**src/rtl/coffee_pkg.sv**
```systemverilog
// coffee_pkg: shared state codes, drink selections, output bundle and default stage lengths
package coffee_pkg;
  typedef enum logic [2:0] {
    S_IDLE     = 3'd0,
    S_GRIND    = 3'd1,
    S_HEAT     = 3'd2,
    S_BREW     = 3'd3,
    S_DISPENSE = 3'd4,
    S_FINISH   = 3'd5,
    S_FAULT    = 3'd6
  } state_t;
  localparam logic [1:0] SEL_ESPRESSO = 2'b00;
  localparam logic [1:0] SEL_LONG     = 2'b01;
  localparam logic [1:0] SEL_WATER    = 2'b10;
  localparam logic [1:0] SEL_RSVD     = 2'b11;
  localparam int unsigned DEF_GRIND_CYC = 3000000;
  localparam int unsigned DEF_HEAT_CYC  = 5000000;
  localparam int unsigned DEF_BREW_CYC  = 4000000;
  localparam int unsigned DEF_DISP_CYC  = 2000000;
  typedef struct packed {
    logic grinder;
    logic heater;
    logic pump;
    logic valve;
    logic busy;
    logic done;
    logic fault;
  } outs_t;
endpackage

```
**src/rtl/stage_timer.sv**
```systemverilog
// stage_timer: down-counter that flags the last cycle of a stage; zero length behaves as one
module stage_timer (
  input  logic        clk,
  input  logic        reset,
  input  logic        load,
  input  logic [31:0] length,
  output logic        expired
);
  logic [31:0] cnt;
  // load on stage entry, then count down to 1 and hold there
  always_ff @(posedge clk)
    if (reset) cnt <= '0;
    else if (load) cnt <= (length == '0) ? 32'd1 : length;
    else if (cnt > 32'd1) cnt <= cnt - 32'd1;
  assign expired = (cnt == 32'd1);
endmodule

```
**src/rtl/brew_sequencer.sv**
```systemverilog
// brew_sequencer: coffee machine stage sequencer with registered actuator enables
module brew_sequencer
  import coffee_pkg::*;
#(
  parameter int unsigned GRIND_CYC = DEF_GRIND_CYC,
  parameter int unsigned HEAT_CYC  = DEF_HEAT_CYC,
  parameter int unsigned BREW_CYC  = DEF_BREW_CYC,
  parameter int unsigned DISP_CYC  = DEF_DISP_CYC
) (
  input  logic       clk,
  input  logic       reset,
  input  logic       start,
  input  logic [1:0] drink_sel,
  input  logic       water_ok,
  input  logic       cancel,
  input  logic       fault_ack,
  output logic       grinder_en,
  output logic       heater_en,
  output logic       pump_en,
  output logic       valve_en,
  output logic       busy,
  output logic       done,
  output logic       fault,
  output logic [2:0] state_o
);
  state_t      state, next;
  logic [1:0]  sel;
  logic        armed;
  logic        load, expired;
  logic [31:0] length;
  outs_t       outs_d, outs_q;
  stage_timer u_timer (
    .clk    (clk),
    .reset  (reset),
    .load   (load),
    .length (length),
    .expired(expired)
  );
  // state, latched selection, start re-arm and output registers
  always_ff @(posedge clk)
    if (reset) begin
      state  <= S_IDLE;
      sel    <= SEL_ESPRESSO;
      armed  <= 1'b1;
      outs_q <= '0;
    end else begin
      state  <= next;
      outs_q <= outs_d;
      if (state == S_IDLE && next != S_IDLE) sel <= drink_sel;
      armed  <= !start ? 1'b1 : (state == S_FINISH) ? 1'b0 : armed;
    end
  // next-state: water loss beats cancel, cancel beats stage expiry
  always_comb begin
    next = state;
    case (state)
      S_IDLE:     if (start && armed)
                    next = (!water_ok || drink_sel == SEL_RSVD) ? S_FAULT :
                           (drink_sel == SEL_WATER) ? S_HEAT : S_GRIND;
      S_GRIND:    next = cancel ? S_IDLE : expired ? S_HEAT : S_GRIND;
      S_HEAT:     next = !water_ok ? S_FAULT : cancel ? S_IDLE :
                         expired ? ((sel == SEL_WATER) ? S_DISPENSE : S_BREW) : S_HEAT;
      S_BREW:     next = !water_ok ? S_FAULT : cancel ? S_IDLE : expired ? S_DISPENSE : S_BREW;
      S_DISPENSE: next = !water_ok ? S_FAULT : cancel ? S_IDLE : expired ? S_FINISH : S_DISPENSE;
      S_FINISH:   next = S_IDLE;
      S_FAULT:    next = (fault_ack && water_ok) ? S_IDLE : S_FAULT;
      default:    next = S_IDLE;
    endcase
  end
  // outputs and timer reload derived from the state being entered
  always_comb begin
    load           = (next != state);
    length         = (next == S_GRIND) ? 32'(GRIND_CYC) :
                     (next == S_HEAT)  ? 32'(HEAT_CYC)  :
                     (next == S_BREW)  ? ((sel == SEL_LONG) ? 32'(BREW_CYC) << 1 : 32'(BREW_CYC)) :
                     (next == S_DISPENSE) ? 32'(DISP_CYC) : 32'd1;
    outs_d         = '0;
    outs_d.grinder = (next == S_GRIND);
    outs_d.heater  = (next == S_HEAT) || (next == S_BREW);
    outs_d.pump    = (next == S_BREW);
    outs_d.valve   = (next == S_DISPENSE);
    outs_d.busy    = (next != S_IDLE);
    outs_d.done    = (next == S_FINISH);
    outs_d.fault   = (next == S_FAULT);
  end
  assign grinder_en = outs_q.grinder;
  assign heater_en  = outs_q.heater;
  assign pump_en    = outs_q.pump;
  assign valve_en   = outs_q.valve;
  assign busy       = outs_q.busy;
  assign done       = outs_q.done;
  assign fault      = outs_q.fault;
  assign state_o    = state;
endmodule

```
**config.mk**
```make
export PLATFORM = sky130hd
export DESIGN_NAME = brew_sequencer
export DESIGN_NICKNAME = d
export VERILOG_FILES = /design/src/rtl/coffee_pkg.sv /design/src/rtl/stage_timer.sv /design/src/rtl/brew_sequencer.sv
export SDC_FILE = /design/constraint.sdc
export NUM_CORES = 1
export LEC_CHECK = 0
export BUFFER_PORTS_ARGS = -buffer_cell sky130_fd_sc_hd__buf_2
export CORE_ASPECT_RATIO = 1.2
export CORE_MARGIN = 3
export CORE_UTILIZATION = 40
export DETAILED_ROUTE_END_ITERATION = 16
export PLACE_DENSITY = 0.65
export REMOVE_ABC_BUFFERS = 1
export SYNTH_ARGS = -nofsm -noshare
export SYNTH_HDL_FRONTEND = slang
export SYNTH_HIERARCHICAL = 1
export SYNTH_SLANG_ARGS = --single-unit
```
**constraint.sdc**
```tcl
create_clock -name clk -period 5.85 [get_ports clk]
set_input_delay 1.17 -clock clk [delete_from_list [all_inputs] [get_ports clk]]
set_output_delay 1.17 -clock clk [all_outputs]
set_load 0.02 [all_outputs]
```
==> flow_summary.json <==
{
  "p_comb_share_pct": 47.5,
  "p_sw_uw": 531,
  "grt_pass1_wl_um": 12800,
  "worstSetupEndpointType": "register",
  "coreArea_sq_mm": 0.00694,
  "synth_top_area_cell": "dfxtp_1",
  "grt_max_degree": 31,
  "area_growth_pct": 10.7,
  "hold_viol": 0,
  "io_pins": 18,
  "place_ws_ps": 970,
  "clock_latency_ps": 300,
  "fin_ws_ps": 976,
  "syn-cell-area_sq_mm": 0.00288,
  "rsz0062_at_grt": "false",
  "first_pass_iters": 4,
  "skew_ps": 3.80,
  "routed_wl_um": 7420,
  "syn-instance-count": 343,
  "cap_viol_max_count": 0,
  "synth-edff-count": 0,
  "worst_pin_slew_ps": 956,
  "critPathRequiredTime_ps": 6100,
  "synth_top_cell_area_share_pct": 31.2,
  "cts.sinks": 45,
  "start_util_pct": 41.6,
  "ir_drop_uv": 129,
  "maxSlewHeadroom_pct": 35.4,
  "syn_area_per_cell_sq_um": 8.41,
  "fillers": 675,
  "vias": 2756,
  "rr_startpoint": "u_timer/cnt[17]",
  "ys_types": 76,
  "fin_crit_ps": 4870,
  "grt_overflow": 0,
  "fp.dieW_um": 83.5,
  "arrival_ps": 5120,
  "detail_route.wl_per_cell_um": 15.9,
  "total_power_uw": 1210,
  "n_antenna_cell": 0,
  "drc": 0,
  "drive_gt1_share_pct": 12.1,
  "worstRegToRegCells": 12,
  "dieHeight_um": 99.0,
  "seq_area_frac_synth_pct": 31.2,
  "cts.clk_slew.worst_paths_ps": 80,
  "nets": 389,
  "start_kind": "register",
  "crit_path_max_fanout": 19,
  "ys_ff_latch": 45,
  "num_rows": 33,
  "setup_violations": 0,
  "gp_congestion": 0.910,
  "cts_hold_buffers": 0,
  "cts_resized": 0,
  "maxSlewViolCount": 0,
  "drt_iter0_markers": 228,
  "cts_buffers": 5,
  "min_from": "armed",
  "root_buffer": "clkbuf_8",
  "power_density_mw_per_mm2": 378,
  "fin_tns_setup_ps": 0,
  "min_to": "armed",
  "worstHoldPathCells": 2,
  "rrSetupSlack_ps": 980,
  "dominantRegCellSynth": "dfxtp_1",
  "cts_tree": "yes",
  "hold_path_class": "reg -> reg",
  "leakagePower_uw": 0.00120,
  "internal-power_uw": 678,
  "max_freq_mhz": 205,
  "power_frac_seq_pct": 36.2,
  "cts_setup_buffers": 0,
  "port_buffers": 17,
  "yosysWarnings": 6,
  "final_antenna_net_count": 0,
  "antenna_found_initial": 0,
  "ys_top_cells_by_area": "dfxtp_1 31%, nor4_1 4.1%, xnor2_1 3.9%",
  "clk_path_buf_depth": 2,
  "power.share.clock_pct": 16.4,
  "die-area_sq_mm": 0.00827,
  "vias_per_cell": 5.91,
  "gr-usage-all-layers_pct": 18.7,
  "yosysMostFrequentCell": "dfxtp_1",
  "swShare_pct": 43.9,
  "rr_endpoint": "u_timer/cnt[16]",
  "synthTopCellsByCount": "45 x dfxtp_1, 27 x nand2_1, 26 x nor2_1, 19 x nor4_1, 15 x nor3_1",
  "path_class": "reg -> reg",
  "grt_pass1_vias": 2676,
  "dp.final_hpwl_um": 5520,
  "post-route-period-util_pct": 83.3,
  "htreeDepth": 2,
  "outcome": "complete, no violations",
  "synthArstFlopShare_pct": 0
}
flip-flops by register name, indices dropped and copies added, names as in the netlist:
register and cells:
sel 2, fault 1, pump_en 1, state_o 3
armed 1, busy 1, done 1, u_timer/cnt 32
heater_en 1, grinder_en 1, valve_en 1
logic make-up after synthesis:
logic type      count (synthesis)  share of synthesized area [%]
xor+xnor                       17                           5.16
buf+inv                        33                           5.60
simple gates                  152                           30.9
other cells                     1                          0.130
compound gates                 88                           24.3
fa+ha+maj                       2                          0.868
flops                          45                           31.2
mux                             5                           1.78
critical path, cell delays in order, from the launching register on:
cell,delay (ps)
dfxtp_1,350
nor4_1,460
nand3_1,320
or4_1,690
nor2_1,260
nand2b_1,100
a221o_1,390
o21ai_0,90
nor2_1,70
o221ai_2,690
clkinv_1,710
a21oi_1,480
a32o_1,210
worst max path at each step:
| stage | from | endpoint | slack [ps] | depth (start not counted) |
|---|---|---|---|---|
| after detailed placement | u_timer/cnt[17] | u_timer/cnt[16] | 970 | 12 |
| after floorplan | u_timer/cnt[17] | u_timer/cnt[16] | 830 | 12 |
| after global placement | u_timer/cnt[17] | u_timer/cnt[16] | 1070 | 12 |
| after CTS | u_timer/cnt[17] | u_timer/cnt[16] | 960 | 12 |
| after global routing | u_timer/cnt[17] | u_timer/cnt[16] | 550 | 12 |
| final | u_timer/cnt[17] | u_timer/cnt[16] | 980 | 12 |
cells in the final DEF, fill, tap and decap left out, types with 4 or more instances in the layout:
master	synthesis	layout
o2bb2ai_1	8	8
clkbuf_8	0	6
nor2b_1	5	5
nor3_1	15	15
nand2_1	27	27
dfxtp_1	45	45
conb_1	1	30
buf_2	3	17
mux2i_1	4	4
or4_1	6	6
o21ai_0	9	9
a22oi_1	6	6
o211ai_1	9	9
nor2_1	26	26
a21oi_1	10	10
nand2b_1	8	8
nor4_1	19	19
a32o_1	5	5
buf_4	1	4
xnor2_1	13	13
nand3_1	7	7
nand4_1	5	5
inv_1	11	11
xor2_1	4	4
power groups by stage:
stage	Combinational [uW]	Sequential (uW)	Clock [uW]
after floorplan	425	433	0
after global placement	561	440	0
after detailed placement	567	443	0
after CTS	570	435	206
after global routing	640	447	218
final	574	437	198
metrics by stage:
stage	utilization, %	hold WS, ps	std cells	instance area, sq um
6_report	46.0	489	466	3190
2_1_floorplan	-	435	351	2880
4_1_cts	46.0	491	466	3190
3_5_place_dp	44.8	470	459	3110
3_3_place_gp	44.8	450	459	3110
5_1_grt	46.0	515	466	3190
metal layers:
layer	wire (um)	GRT usage [%]
met2	3690	32.5
met3	386	2.76
met4	154	7.18
met5	0	0
met1	3180	23.3
layout make-up:
| class | count | area, sq um | share of cell area (%) |
|---|---|---|---|
| clock buffers | 7 | 86.3 | 2.70 |
| inverters | 12 | 45.0 | 1.41 |
| multi-input cells | 294 | 1940 | 60.7 |
| flip-flops and latches | 45 | 901 | 28.2 |
| well taps | 87 | 109 | 3.41 |
| repair buffers | 21 | 115 | 3.61 |
No activity file was read; power rests on OpenSTA's default activity.
